===== config.mk =====
export PLATFORM = sky130hd
export DESIGN_NAME = exec_ctrl
export DESIGN_NICKNAME = d
export VERILOG_FILES = /design/src/rtl/exec_defs_pkg.sv /design/src/rtl/alu_unit.sv /design/src/rtl/exec_ctrl.sv
export SDC_FILE = /design/constraint.sdc
export NUM_CORES = 1
export LEC_CHECK = 0
export CELL_PAD_IN_SITES_DETAIL_PLACEMENT = 1
export CELL_PAD_IN_SITES_GLOBAL_PLACEMENT = 1
export CORE_MARGIN = 2
export CORE_UTILIZATION = 37
export CTS_CLUSTER_SIZE = 8
export DETAILED_ROUTE_END_ITERATION = 8
export PLACE_DENSITY_LB_ADDON = 0.1
export SLEW_MARGIN = 30
export SYNTH_ARGS = -nofsm -noshare
export SYNTH_HDL_FRONTEND = slang
export SYNTH_SLANG_ARGS = --single-unit

===== constraint.sdc =====
create_clock -name clk -period 6.55 [get_ports clk]
set_clock_uncertainty 0.2 [all_clocks]
set_input_delay 0.9825 -clock clk [delete_from_list [all_inputs] [get_ports clk]]
set_output_delay 0.9825 -clock clk [all_outputs]
set_load 0.1 [all_outputs]

===== src/rtl/exec_defs_pkg.sv =====
// Shared definitions for the execute-stage sequencer.
// Class codes, trap causes, FSM states and ALU select values.
package exec_defs;

    localparam logic [3:0] CL_LUI    = 4'd0;
    localparam logic [3:0] CL_AUIPC  = 4'd1;
    localparam logic [3:0] CL_JAL    = 4'd2;
    localparam logic [3:0] CL_JALR   = 4'd3;
    localparam logic [3:0] CL_BRANCH = 4'd4;
    localparam logic [3:0] CL_LOAD   = 4'd5;
    localparam logic [3:0] CL_STORE  = 4'd6;
    localparam logic [3:0] CL_OPIMM  = 4'd7;
    localparam logic [3:0] CL_OP     = 4'd8;

    localparam logic [2:0] TC_ILLEGAL  = 3'd0;
    localparam logic [2:0] TC_IMISALGN = 3'd1;
    localparam logic [2:0] TC_LMISALGN = 3'd2;
    localparam logic [2:0] TC_SMISALGN = 3'd3;
    localparam logic [2:0] TC_BUSTMO   = 3'd4;

    localparam logic [2:0] ALU_LUI   = 3'd0;
    localparam logic [2:0] ALU_LINK  = 3'd1;
    localparam logic [2:0] ALU_OPIMM = 3'd5;
    localparam logic [2:0] ALU_OP    = 3'd6;

    localparam logic [1:0] ADDR_NONE = 2'd0;
    localparam logic [1:0] ADDR_PC   = 2'd1;
    localparam logic [1:0] ADDR_RS1  = 2'd2;
    localparam logic [1:0] ADDR_JALR = 2'd3;

    typedef enum logic [2:0] {
        S_IDLE,
        S_EXEC,
        S_MEM_REQ,
        S_MEM_WAIT,
        S_RETIRE,
        S_TRAP
    } state_e;

    typedef struct packed {
        logic [3:0]  cls;
        logic [2:0]  funct3;
        logic [31:0] imm;
        logic [31:0] rs1;
        logic [31:0] rs2;
        logic [31:0] pc;
    } instr_t;

endpackage


===== src/rtl/alu_unit.sv =====
// Integer ALU plus address adder and branch comparator.
// fault flags funct7 encodings the base integer ISA does not define.
module alu_unit
    import exec_defs::*;
(
    input  logic [2:0]  alu_op,
    input  logic [1:0]  addr_alu_op,
    input  logic [2:0]  funct3,
    input  logic [6:0]  funct7,
    input  logic [31:0] rs1,
    input  logic [31:0] rs2,
    input  logic [31:0] imm,
    input  logic [31:0] pc,
    output logic [31:0] alu_out,
    output logic [31:0] addr_alu_out,
    output logic        cmp_out,
    output logic        fault
);

    logic [31:0] b;
    logic [31:0] res;
    logic [31:0] pc_sum;
    logic [31:0] rs_sum;
    logic [4:0]  shamt;
    logic        sub;

    always_comb begin
        b      = (alu_op == ALU_OP) ? rs2 : imm;
        shamt  = b[4:0];
        sub    = (alu_op == ALU_OP) && funct7[5];
        pc_sum = pc + imm;
        rs_sum = rs1 + imm;
        res    = '0;
        case (funct3)
            3'b000: res = sub ? rs1 - b : rs1 + b;
            3'b001: res = rs1 << shamt;
            3'b010: res = {31'b0, $signed(rs1) < $signed(b)};
            3'b011: res = {31'b0, rs1 < b};
            3'b100: res = rs1 ^ b;
            3'b101: res = funct7[5] ? 32'($signed(rs1) >>> shamt)
                                    : rs1 >> shamt;
            3'b110: res = rs1 | b;
            default: res = rs1 & b;
        endcase
    end

    always_comb begin
        alu_out = '0;
        case (alu_op)
            ALU_LUI:   alu_out = imm;
            ALU_LINK:  alu_out = pc + 32'd4;
            ALU_OPIMM: alu_out = res;
            ALU_OP:    alu_out = res;
            default:   alu_out = '0;
        endcase
    end

    always_comb begin
        addr_alu_out = '0;
        case (addr_alu_op)
            ADDR_PC:   addr_alu_out = pc_sum;
            ADDR_RS1:  addr_alu_out = rs_sum;
            ADDR_JALR: addr_alu_out = {rs_sum[31:1], 1'b0};
            default:   addr_alu_out = '0;
        endcase
    end

    always_comb begin
        cmp_out = 1'b0;
        case (funct3)
            3'b000: cmp_out = rs1 == rs2;
            3'b001: cmp_out = rs1 != rs2;
            3'b100: cmp_out = $signed(rs1) < $signed(rs2);
            3'b101: cmp_out = $signed(rs1) >= $signed(rs2);
            3'b110: cmp_out = rs1 < rs2;
            3'b111: cmp_out = rs1 >= rs2;
            default: cmp_out = 1'b0;
        endcase
    end

    always_comb begin
        fault = 1'b0;
        if (alu_op == ALU_OPIMM) begin
            fault = (funct3 == 3'b001 && funct7 != 7'h00)
                 || (funct3 == 3'b101 && funct7 != 7'h00
                     && funct7 != 7'h20);
        end else if (alu_op == ALU_OP) begin
            fault = !(funct7 == 7'h00
                   || (funct7 == 7'h20
                       && (funct3 == 3'b000 || funct3 == 3'b101)));
        end
    end

endmodule


===== src/rtl/exec_ctrl.sv =====
// Execute-stage sequencer: runs one instruction at a time through
// the ALU or the data-memory port and emits a one-cycle retire.
module exec_ctrl
    import exec_defs::*;
#(
    parameter int MEM_TIMEOUT = 255
) (
    input  logic        clk,
    input  logic        rst_n,
    input  logic        dec_valid,
    output logic        dec_ready,
    input  logic [3:0]  dec_class,
    input  logic [2:0]  dec_funct3,
    input  logic [31:0] dec_imm,
    input  logic [31:0] dec_rs1,
    input  logic [31:0] dec_rs2,
    input  logic [31:0] dec_pc,
    output logic        mem_req,
    output logic        mem_we,
    output logic [31:0] mem_addr,
    output logic [31:0] mem_wdata,
    output logic [3:0]  mem_wstrb,
    input  logic        mem_gnt,
    input  logic        mem_rvalid,
    input  logic [31:0] mem_rdata,
    output logic        ret_valid,
    output logic        ret_wb_en,
    output logic [31:0] ret_wb_data,
    output logic [31:0] ret_next_pc,
    output logic        ret_trap,
    output logic [2:0]  ret_cause
);

    state_e      state, state_n;
    instr_t      ins;
    logic [31:0] cnt;

    logic [2:0]  alu_op;
    logic [1:0]  addr_op;
    logic [31:0] alu_out, tgt;
    logic        cmp_out, fault;

    logic        wb, is_mem, is_load, illegal, jump, mis;
    logic [31:0] ex_data, ex_npc, pc4;
    logic [31:0] st_wdata, ld_data, shifted;
    logic [3:0]  st_wstrb;
    logic        tmo_hit, xfer;

    logic        trap_n, wb_en_n;
    logic [2:0]  cause_n;
    logic [31:0] wb_data_n, npc_n;

    alu_unit u_alu (
        .alu_op       (alu_op),
        .addr_alu_op  (addr_op),
        .funct3       (ins.funct3),
        .funct7       (ins.imm[11:5]),
        .rs1          (ins.rs1),
        .rs2          (ins.rs2),
        .imm          (ins.imm),
        .pc           (ins.pc),
        .alu_out      (alu_out),
        .addr_alu_out (tgt),
        .cmp_out      (cmp_out),
        .fault        (fault)
    );

    assign pc4  = ins.pc + 32'd4;
    assign xfer = (state == S_IDLE) && dec_valid && dec_ready;
    assign tmo_hit = (MEM_TIMEOUT != 0)
                  && (cnt == 32'(MEM_TIMEOUT - 1));

    always_comb begin
        alu_op  = ALU_LUI;
        addr_op = ADDR_NONE;
        wb      = 1'b0;
        is_mem  = 1'b0;
        is_load = 1'b0;
        illegal = 1'b0;
        jump    = 1'b0;
        mis     = 1'b0;
        ex_data = alu_out;
        case (ins.cls)
            CL_LUI: wb = 1'b1;
            CL_AUIPC: begin
                addr_op = ADDR_PC;
                wb      = 1'b1;
                ex_data = tgt;
            end
            CL_JAL: begin
                alu_op  = ALU_LINK;
                addr_op = ADDR_PC;
                wb      = 1'b1;
                jump    = 1'b1;
            end
            CL_JALR: begin
                alu_op  = ALU_LINK;
                addr_op = ADDR_JALR;
                wb      = 1'b1;
                jump    = 1'b1;
            end
            CL_BRANCH: begin
                addr_op = ADDR_PC;
                jump    = cmp_out;
                illegal = ins.funct3[2:1] == 2'b01;
            end
            CL_LOAD: begin
                addr_op = ADDR_RS1;
                wb      = 1'b1;
                is_mem  = 1'b1;
                is_load = 1'b1;
                illegal = ins.funct3 == 3'b011 || ins.funct3[2:1] == 2'b11;
            end
            CL_STORE: begin
                addr_op = ADDR_RS1;
                is_mem  = 1'b1;
                illegal = ins.funct3 >= 3'b011;
            end
            CL_OPIMM: begin
                alu_op  = ALU_OPIMM;
                wb      = 1'b1;
                illegal = fault;
            end
            CL_OP: begin
                alu_op  = ALU_OP;
                wb      = 1'b1;
                illegal = fault;
            end
            default: illegal = 1'b1;
        endcase
        // funct3[1:0] gives access size for both loads and stores
        if (is_mem) begin
            mis = (ins.funct3[1:0] == 2'b01 && tgt[0])
               || (ins.funct3[1:0] == 2'b10 && tgt[1:0] != 2'b00);
        end
        ex_npc = jump ? tgt : pc4;
    end

    always_comb begin
        st_wdata = ins.rs2;
        st_wstrb = 4'b1111;
        case (ins.funct3[1:0])
            2'b00: begin
                st_wdata = {4{ins.rs2[7:0]}};
                st_wstrb = 4'b0001 << tgt[1:0];
            end
            2'b01: begin
                st_wdata = {2{ins.rs2[15:0]}};
                st_wstrb = tgt[1] ? 4'b1100 : 4'b0011;
            end
            default: begin
                st_wdata = ins.rs2;
                st_wstrb = 4'b1111;
            end
        endcase
    end

    always_comb begin
        shifted = mem_rdata >> {tgt[1:0], 3'b000};
        ld_data = shifted;
        case (ins.funct3)
            3'b000: ld_data = {{24{shifted[7]}}, shifted[7:0]};
            3'b001: ld_data = {{16{shifted[15]}}, shifted[15:0]};
            3'b100: ld_data = {24'b0, shifted[7:0]};
            3'b101: ld_data = {16'b0, shifted[15:0]};
            default: ld_data = shifted;
        endcase
    end

    always_comb begin
        state_n   = state;
        trap_n    = 1'b0;
        cause_n   = TC_ILLEGAL;
        wb_en_n   = 1'b0;
        wb_data_n = '0;
        npc_n     = '0;
        case (state)
            S_IDLE: if (xfer) state_n = S_EXEC;
            S_EXEC: begin
                if (illegal || (jump && tgt[1]) || mis) begin
                    state_n = S_TRAP;
                    trap_n  = 1'b1;
                    npc_n   = ins.pc;
                    if (illegal)
                        cause_n = TC_ILLEGAL;
                    else if (jump && tgt[1])
                        cause_n = TC_IMISALGN;
                    else
                        cause_n = is_load ? TC_LMISALGN : TC_SMISALGN;
                end else if (is_mem) begin
                    state_n = S_MEM_REQ;
                end else begin
                    state_n   = S_RETIRE;
                    wb_en_n   = wb;
                    wb_data_n = ex_data;
                    npc_n     = ex_npc;
                end
            end
            S_MEM_REQ, S_MEM_WAIT: begin
                if (state == S_MEM_REQ && mem_gnt) begin
                    state_n = S_MEM_WAIT;
                end else if (state == S_MEM_WAIT && mem_rvalid) begin
                    state_n   = S_RETIRE;
                    wb_en_n   = is_load;
                    wb_data_n = is_load ? ld_data : '0;
                    npc_n     = pc4;
                end else if (tmo_hit) begin
                    state_n = S_TRAP;
                    trap_n  = 1'b1;
                    cause_n = TC_BUSTMO;
                    npc_n   = ins.pc;
                end
            end
            default: state_n = S_IDLE;
        endcase
    end

    always_ff @(posedge clk or negedge rst_n) begin
        if (!rst_n) begin
            state       <= S_IDLE;
            ins         <= '0;
            cnt         <= '0;
            dec_ready   <= 1'b0;
            mem_req     <= 1'b0;
            mem_we      <= 1'b0;
            mem_addr    <= '0;
            mem_wdata   <= '0;
            mem_wstrb   <= '0;
            ret_valid   <= 1'b0;
            ret_wb_en   <= 1'b0;
            ret_wb_data <= '0;
            ret_next_pc <= '0;
            ret_trap    <= 1'b0;
            ret_cause   <= '0;
        end else begin
            state       <= state_n;
            dec_ready   <= state_n == S_IDLE;
            mem_req     <= state_n == S_MEM_REQ;
            ret_valid   <= state_n == S_RETIRE || state_n == S_TRAP;
            ret_trap    <= trap_n;
            ret_cause   <= cause_n;
            ret_wb_en   <= wb_en_n;
            ret_wb_data <= wb_data_n;
            ret_next_pc <= npc_n;
            if (xfer) begin
                ins <= '{cls: dec_class, funct3: dec_funct3,
                         imm: dec_imm, rs1: dec_rs1,
                         rs2: dec_rs2, pc: dec_pc};
            end
            if (state == S_EXEC || (state == S_MEM_REQ && mem_gnt))
                cnt <= '0;
            else if (state == S_MEM_REQ || state == S_MEM_WAIT)
                cnt <= cnt + 32'd1;
            // request fields are frozen from EXEC until the grant
            if (state == S_EXEC && state_n == S_MEM_REQ) begin
                mem_we    <= ins.cls == CL_STORE;
                mem_addr  <= {tgt[31:2], 2'b00};
                mem_wdata <= ins.cls == CL_STORE ? st_wdata : '0;
                mem_wstrb <= ins.cls == CL_STORE ? st_wstrb : 4'b0000;
            end else if (state_n != S_MEM_REQ) begin
                mem_we    <= 1'b0;
                mem_addr  <= '0;
                mem_wdata <= '0;
                mem_wstrb <= '0;
            end
        end
    end

endmodule


# After elaboration in Yosys (flattened, before gate mapping)
# Cells that the tools add are included.
# Widths: inputs -> output; s select.
# totals
ff_bits,311
in_bits,172
output_inout_bits,141
elab_cells,192
# classes
muxes,71
n_addsub,6
eq_ne,37
bitwise_logic,3
n_reduce_logical,43
shifts,5
order_cmp,7
# ops
op,count
$mux 32,21
$pmux 32 s7,1
$pmux 32 s2,3
$pmux 32 s3,2
$lt 32x32->1,4
$pmux 32 s4,1
$add 32x32->32,3
$ge 32x32->1,2
$shr 32x5->32,2
$add 32x1->32 const B,1
$add 32x3->32 const B,1
$and 32x32->32,1
$eq 32x32->1,1
$eq 32x8->1 const B,1
$ne 32x32->1,1
$or 32x32->32,1
$shl 32x5->32,1
$sshr 32x5->32,1
$sub 32x32->32,1
$xor 32x32->32,1
$mux 3,9
$eq 3x3->1 const B,8
$pmux 3 s3,2
$mux 1,17
other kinds (34),86

# Logic depth before layout (Yosys ltp)
# logic_depth
ltp_word,15
depth_mapped,21
ltp_nobuf,15

# Cells and area by module
# A second synthesis with hierarchy kept.
# hier_totals
hier_cells,3559
area_unflattened_um2,29472.0
# modules_own_cells
module,area_per_inst_um2,seq_area_each_um2,instances,cells_each
alu_unit,14760.4,0.0,1,2248
exec_ctrl,14711.6,7732.4,1,1311

# Least setup slack after synthesis
# Ideal clock, no wire load.
# synth_path
path_type,register -> register
startpoint,reg ins[132] (netlist bit)
endpoint,reg ret_wb_data[30]
stages_incl_launch_ff,21
slack_ns,1.447
arrival_time_ns,4.771
required_time_ns,6.218
setup_ns,0.132
n_path_buf,5
synth_period_minus_slack_ns,5.103
path_cell_list,dfrtp_1 buf_6 nor4b_4 buf_6 mux2_2 buf_2 buf_2 buf_1 ha_1 fa_1 a21o_1 a221oi_1 and3_1 o31ai_1 a21oi_1 o21ai_0 a31oi_1 o21ai_0 xor2_1 a2111oi_0 nor2_1
# synth_between
elab_chain_cells,13
elab_cells_between_ends,62
cone_classes,add/sub: 2; eq/ne: 14; shift: 4; mux: 23; bitwise: 3; reduce/logical: 16
# synth_lines
element,line_no,source
start: declaration,exec_ctrl.sv:35,instr_t ins;
start signal: assignment,exec_ctrl.sv:246,"ins <= '{cls: dec_class, funct3: dec_funct3,"
$eq 4x2->1,exec_ctrl.sv:83,case (ins.cls)
$reduce_or 2->1 (no source line),-,
$pmux 3 s3,exec_ctrl.sv:83,
$eq 3x3->1,-,
$mux 32,alu_unit.sv:28,b = (alu_op == ALU_OP) ? rs2 : imm;
$add 32x32->32 (tied with other cells),alu_unit.sv:35,3'b000: res = sub ? rs1 - b : rs1 + b;
"$mux 32, on equally long branches","alu_unit.sv:35, alu_unit.sv:40",
$pmux 32 s7,alu_unit.sv:34,case (funct3)
$pmux 32 s3,alu_unit.sv:49,case (alu_op)
$mux 32,exec_ctrl.sv:83,
$mux 32,exec_ctrl.sv:190,end else if (is_mem) begin
$mux 32,exec_ctrl.sv:180,if (illegal || (jump && tgt[1]) || mis) begin
$pmux 32 s2 *,exec_ctrl.sv:177,case (state)
named net wb_data_n[30],exec_ctrl.sv:51,"logic [31:0] wb_data_n, npc_n;"
end signal: assignment,exec_ctrl.sv:243,ret_wb_data <= wb_data_n;
end: declaration,exec_ctrl.sv:28,"output logic [31:0] ret_wb_data,"
# The timed path passes the listed nets; every way through them passes the cells marked *.
# A chain may end at the register's enable or synchronous reset.

# Worst setup path in the final report
# layout_path
startpoint,reg ins[132] (netlist bit)
endpoint,reg ret_wb_data[17]
# Same word-level chain as after synthesis.

==> reports/metrics.cfg <==
[grt]
grt_overflow=0
antenna_found_initial=11
track_usage_pct=40.6
grt_pass1_wl_um=231000
grt_pass1_vias=31554
grt_start_max_net_pins=138

[route]
firstDrtPassIters=5
finalWirelength_um=164000
first_iter_violations=3678
num_vias=31819
drtAntennaViolNets=0
via_per_inst=6.59
drc=0
wl_per_cell_um=33.9

[sta]
period_share_pct=90.4
tightest_slew_ns=1.09
slew_violations=0
fin_setup_tns_ns=0
final-hold-violation-count=0
finalSetupViolCount=0
fin_crit_ns=5.92
relSlewSlack_pct=26.5
max_freq_ghz=0.169
rsz0062_at_grt=false

[worst_setup_path]
cp-start-kind=register
timing.rr.end=ret_wb_data[17]$_DFF_PN0_
critPathTopFamily=compound AO/OA/AOI/OAI gates
worst_r2r_path_depth=15
path_common_cell=o21ai_0
slowest_delay_ns=0.64
critPathRequiredTime_ns=6.80
endpoint_kind=register
critPathBufInv=2
timing.rr.start=ins[132]$_DFFE_PN0P_
cp_max_fo=39
cp.arrival_ns=6.17
crit_path_top_delay_cell=o2111ai_1
path_cells=nor4b_4, buf_12, mux2i_4, inv_4, ha_1, nand3_1, a21boi_0, a211oi_1, o21ai_0, a31oi_1, o21ai_0, xnor2_1, o2111ai_1, nor2_1, o21ai_0
crit_type=register to register
regToRegSetupSlack_ns=0.63

[yosys]
async_flop_share_pct=100
synth.distinct_cells=86
synth_warnings=0
syn_inst=3598
ys_ff_latch=309
synth_ff_type=dfrtp_1
syn_area_um2=28300
synth-edff-count=0
postSynthAreaPerCell_um2=7.87
seq_area_frac_synth_pct=27.3

[clock_tree]
post_cts.repair.setup_buffers=0
postCtsResizedCells=0
numCtsBuffers=47
cts_sinks=309
cts_hold_buf=0
cts_root_buffer=clkbuf_16
cts.path.max_buffers=3
insertion_delay_ns=0.61
cts_tree=built
clk_pin_slew_ns=0.07
h-tree-depth=2

[finish]
final-seq-area_um2=7730
area_growth_pct=20.2
nets=4200
nFillCells=9038
drive_above_1_share_pct=9.20
multi_input_area_um2=19200

[run_status]
outcome=finished clean

[placement]
place_congestion=1.09
io_buffer_count=310
place_hpwl_um=130000

[floorplan]
fp.dieW_um=281
die-area_um2=78800
dieHeight_um=281
io-pin-count=313
rows=101
design.core.area_um2=75800
start_util_pct=37.4

[job]
maxCapViolations=0

[hold_path]
worstHoldPathType=input pin to asynchronous set/reset pin

layout by cell type (no fill, tap or decap), types with 12 or more instances in the layout:
cell / synthesis / routed
nand2_1: 443 / 442
o21ai_0: 344 / 342
a21oi_1: 325 / 323
dfrtp_1: 309 / 308
clkdlybuf4s50_1: 0 / 307
nor2_1: 286 / 283
ha_1: 188 / 188
mux2i_1: 164 / 162
inv_1: 150 / 149
mux2_2: 124 / 124
buf_4: 4 / 106
nand3_1: 104 / 104
xnor2_1: 78 / 78
xor2_1: 65 / 65
nor3_1: 60 / 57
a31oi_1: 54 / 53
a21o_1: 52 / 52
clkbuf_16: 0 / 48
o211ai_1: 47 / 47
nand4_1: 41 / 41
and3_1: 32 / 32
o22ai_1: 33 / 32
a211oi_1: 30 / 28
a22oi_1: 28 / 28
o31ai_1: 26 / 25
a22o_1: 22 / 22
o21bai_1: 21 / 21
nand2b_1: 19 / 19
nor4_1: 21 / 19
o21a_1: 16 / 16
or2_2: 15 / 15
nor2b_1: 16 / 15
or3_1: 16 / 15
a32oi_1: 14 / 14
and2_1: 14 / 14
a221oi_1: 14 / 14
a211o_1: 13 / 13
o221ai_1: 12 / 12
flip-flops by register name, indices dropped and copies added (netlist names), 3 cells and up:
name	cells
ins	135
cnt	32
mem_wdata	32
ret_next_pc	32
ret_wb_data	32
mem_addr	30
mem_wstrb	4
ret_cause	3
state	3
Yosys cell counts (28+ instances only):
master / number / area, um2
nor2_1: 286 / 1070
a22oi_1: 28 / 210
o22ai_1: 33 / 206
and3_1: 32 / 200
xor2_1: 65 / 569
clkbuf_1: 176 / 661
xnor2_1: 78 / 683
a31oi_1: 54 / 338
o211ai_1: 47 / 353
ha_1: 188 / 2350
nand2_1: 443 / 1660
a21o_1: 52 / 390
mux2_2: 124 / 1400
inv_1: 150 / 563
a211oi_1: 30 / 225
dfrtp_1: 309 / 7730
o21ai_0: 344 / 1720
nand3_1: 104 / 521
nand4_1: 41 / 257
a21oi_1: 325 / 1630
mux2i_1: 164 / 1640
nor3_1: 60 / 300
logic make-up after synthesis:
kind of cell | Yosys count | synth area share [%]
flip-flops | 309 | 27.3
other | 1 | 0.0132
adder cells (fa/ha/maj) | 191 | 8.52
XOR/XNOR | 143 | 4.42
multiplexers | 291 | 10.9
AO/OA/AOI/OAI | 1180 | 26.0
buffers and inverters | 382 | 5.34
AND/OR/NAND/NOR | 1101 | 17.5
worst register-to-register path, stage by stage, from the launching register on:
cell,delay (ns)
dfrtp_1,0.59
nor4b_4,0.41
buf_12,0.31
mux2i_4,0.34
inv_4,0.22
ha_1,0.42
nand3_1,0.13
a21boi_0,0.30
a211oi_1,0.13
o21ai_0,0.59
a31oi_1,0.24
o21ai_0,0.46
xnor2_1,0.25
o2111ai_1,0.64
nor2_1,0.10
o21ai_0,0.43
layer usage:
metal / global-route usage [%] / vias to the layer above / wire (um)
li1: - / 13593 / -
met1: 53.5 / 15978 / 66700
met2: 61.6 / 1863 / 70500
met3: 6.81 / 379 / 14300
met4: 25.9 / 6 / 12400
met5: 0 / - / 48
per-stage QoR:
| stage | utilization (%) | area (um2) | setup WS, ns | hold WS, ns | cells |
|---|---|---|---|---|---|
| 2_1_floorplan | - | 28300 | 1.45 | 0.252 | 3599 |
| 3_3_place_gp | 43.1 | 32700 | 0.927 | 0.264 | 4766 |
| 3_5_place_dp | 43.2 | 32700 | 0.895 | 0.279 | 4766 |
| 4_1_cts | 44.9 | 34100 | 0.856 | 0.176 | 4826 |
| 5_1_grt | 44.9 | 34100 | 0.598 | 0.191 | 4826 |
| 6_report | 44.9 | 34100 | 0.626 | 0.156 | 4829 |
worst max-delay path by stage:
| stage | from | endpoint | cells after the start | slack (ns) |
|---|---|---|---|---|
| CTS | ins[132]$_DFFE_PN0P_ | ret_wb_data[17]$_DFF_PN0_ | 15 | 0.86 |
| global route | ins[132]$_DFFE_PN0P_ | ret_wb_data[17]$_DFF_PN0_ | 15 | 0.60 |
| detailed placement | ins[132]$_DFFE_PN0P_ | ret_wb_data[17]$_DFF_PN0_ | 15 | 0.90 |
| global placement | ins[132]$_DFFE_PN0P_ | ret_wb_data[17]$_DFF_PN0_ | 15 | 0.93 |
| finish | ins[132]$_DFFE_PN0P_ | ret_wb_data[17]$_DFF_PN0_ | 15 | 0.63 |
| floorplan | ins[132]$_DFFE_PN0P_ | ret_wb_data[30]$_DFF_PN0_ | 20 | 1.45 |
final cells by class:
cell class,instances,area share (%)
Multi-Input combinational cell,2908,56.5
Sequential cell,309,22.7
Timing Repair Buffer,420,11.7
Clock buffer,53,3.61
Tap cell,978,3.59
Inverter,151,1.67
Clock inverter,7,0.242
Antenna cell,3,0.0220
Power is not shown: default switching activity piles up to over one toggle a cycle in this logic, so the estimate is an artifact.
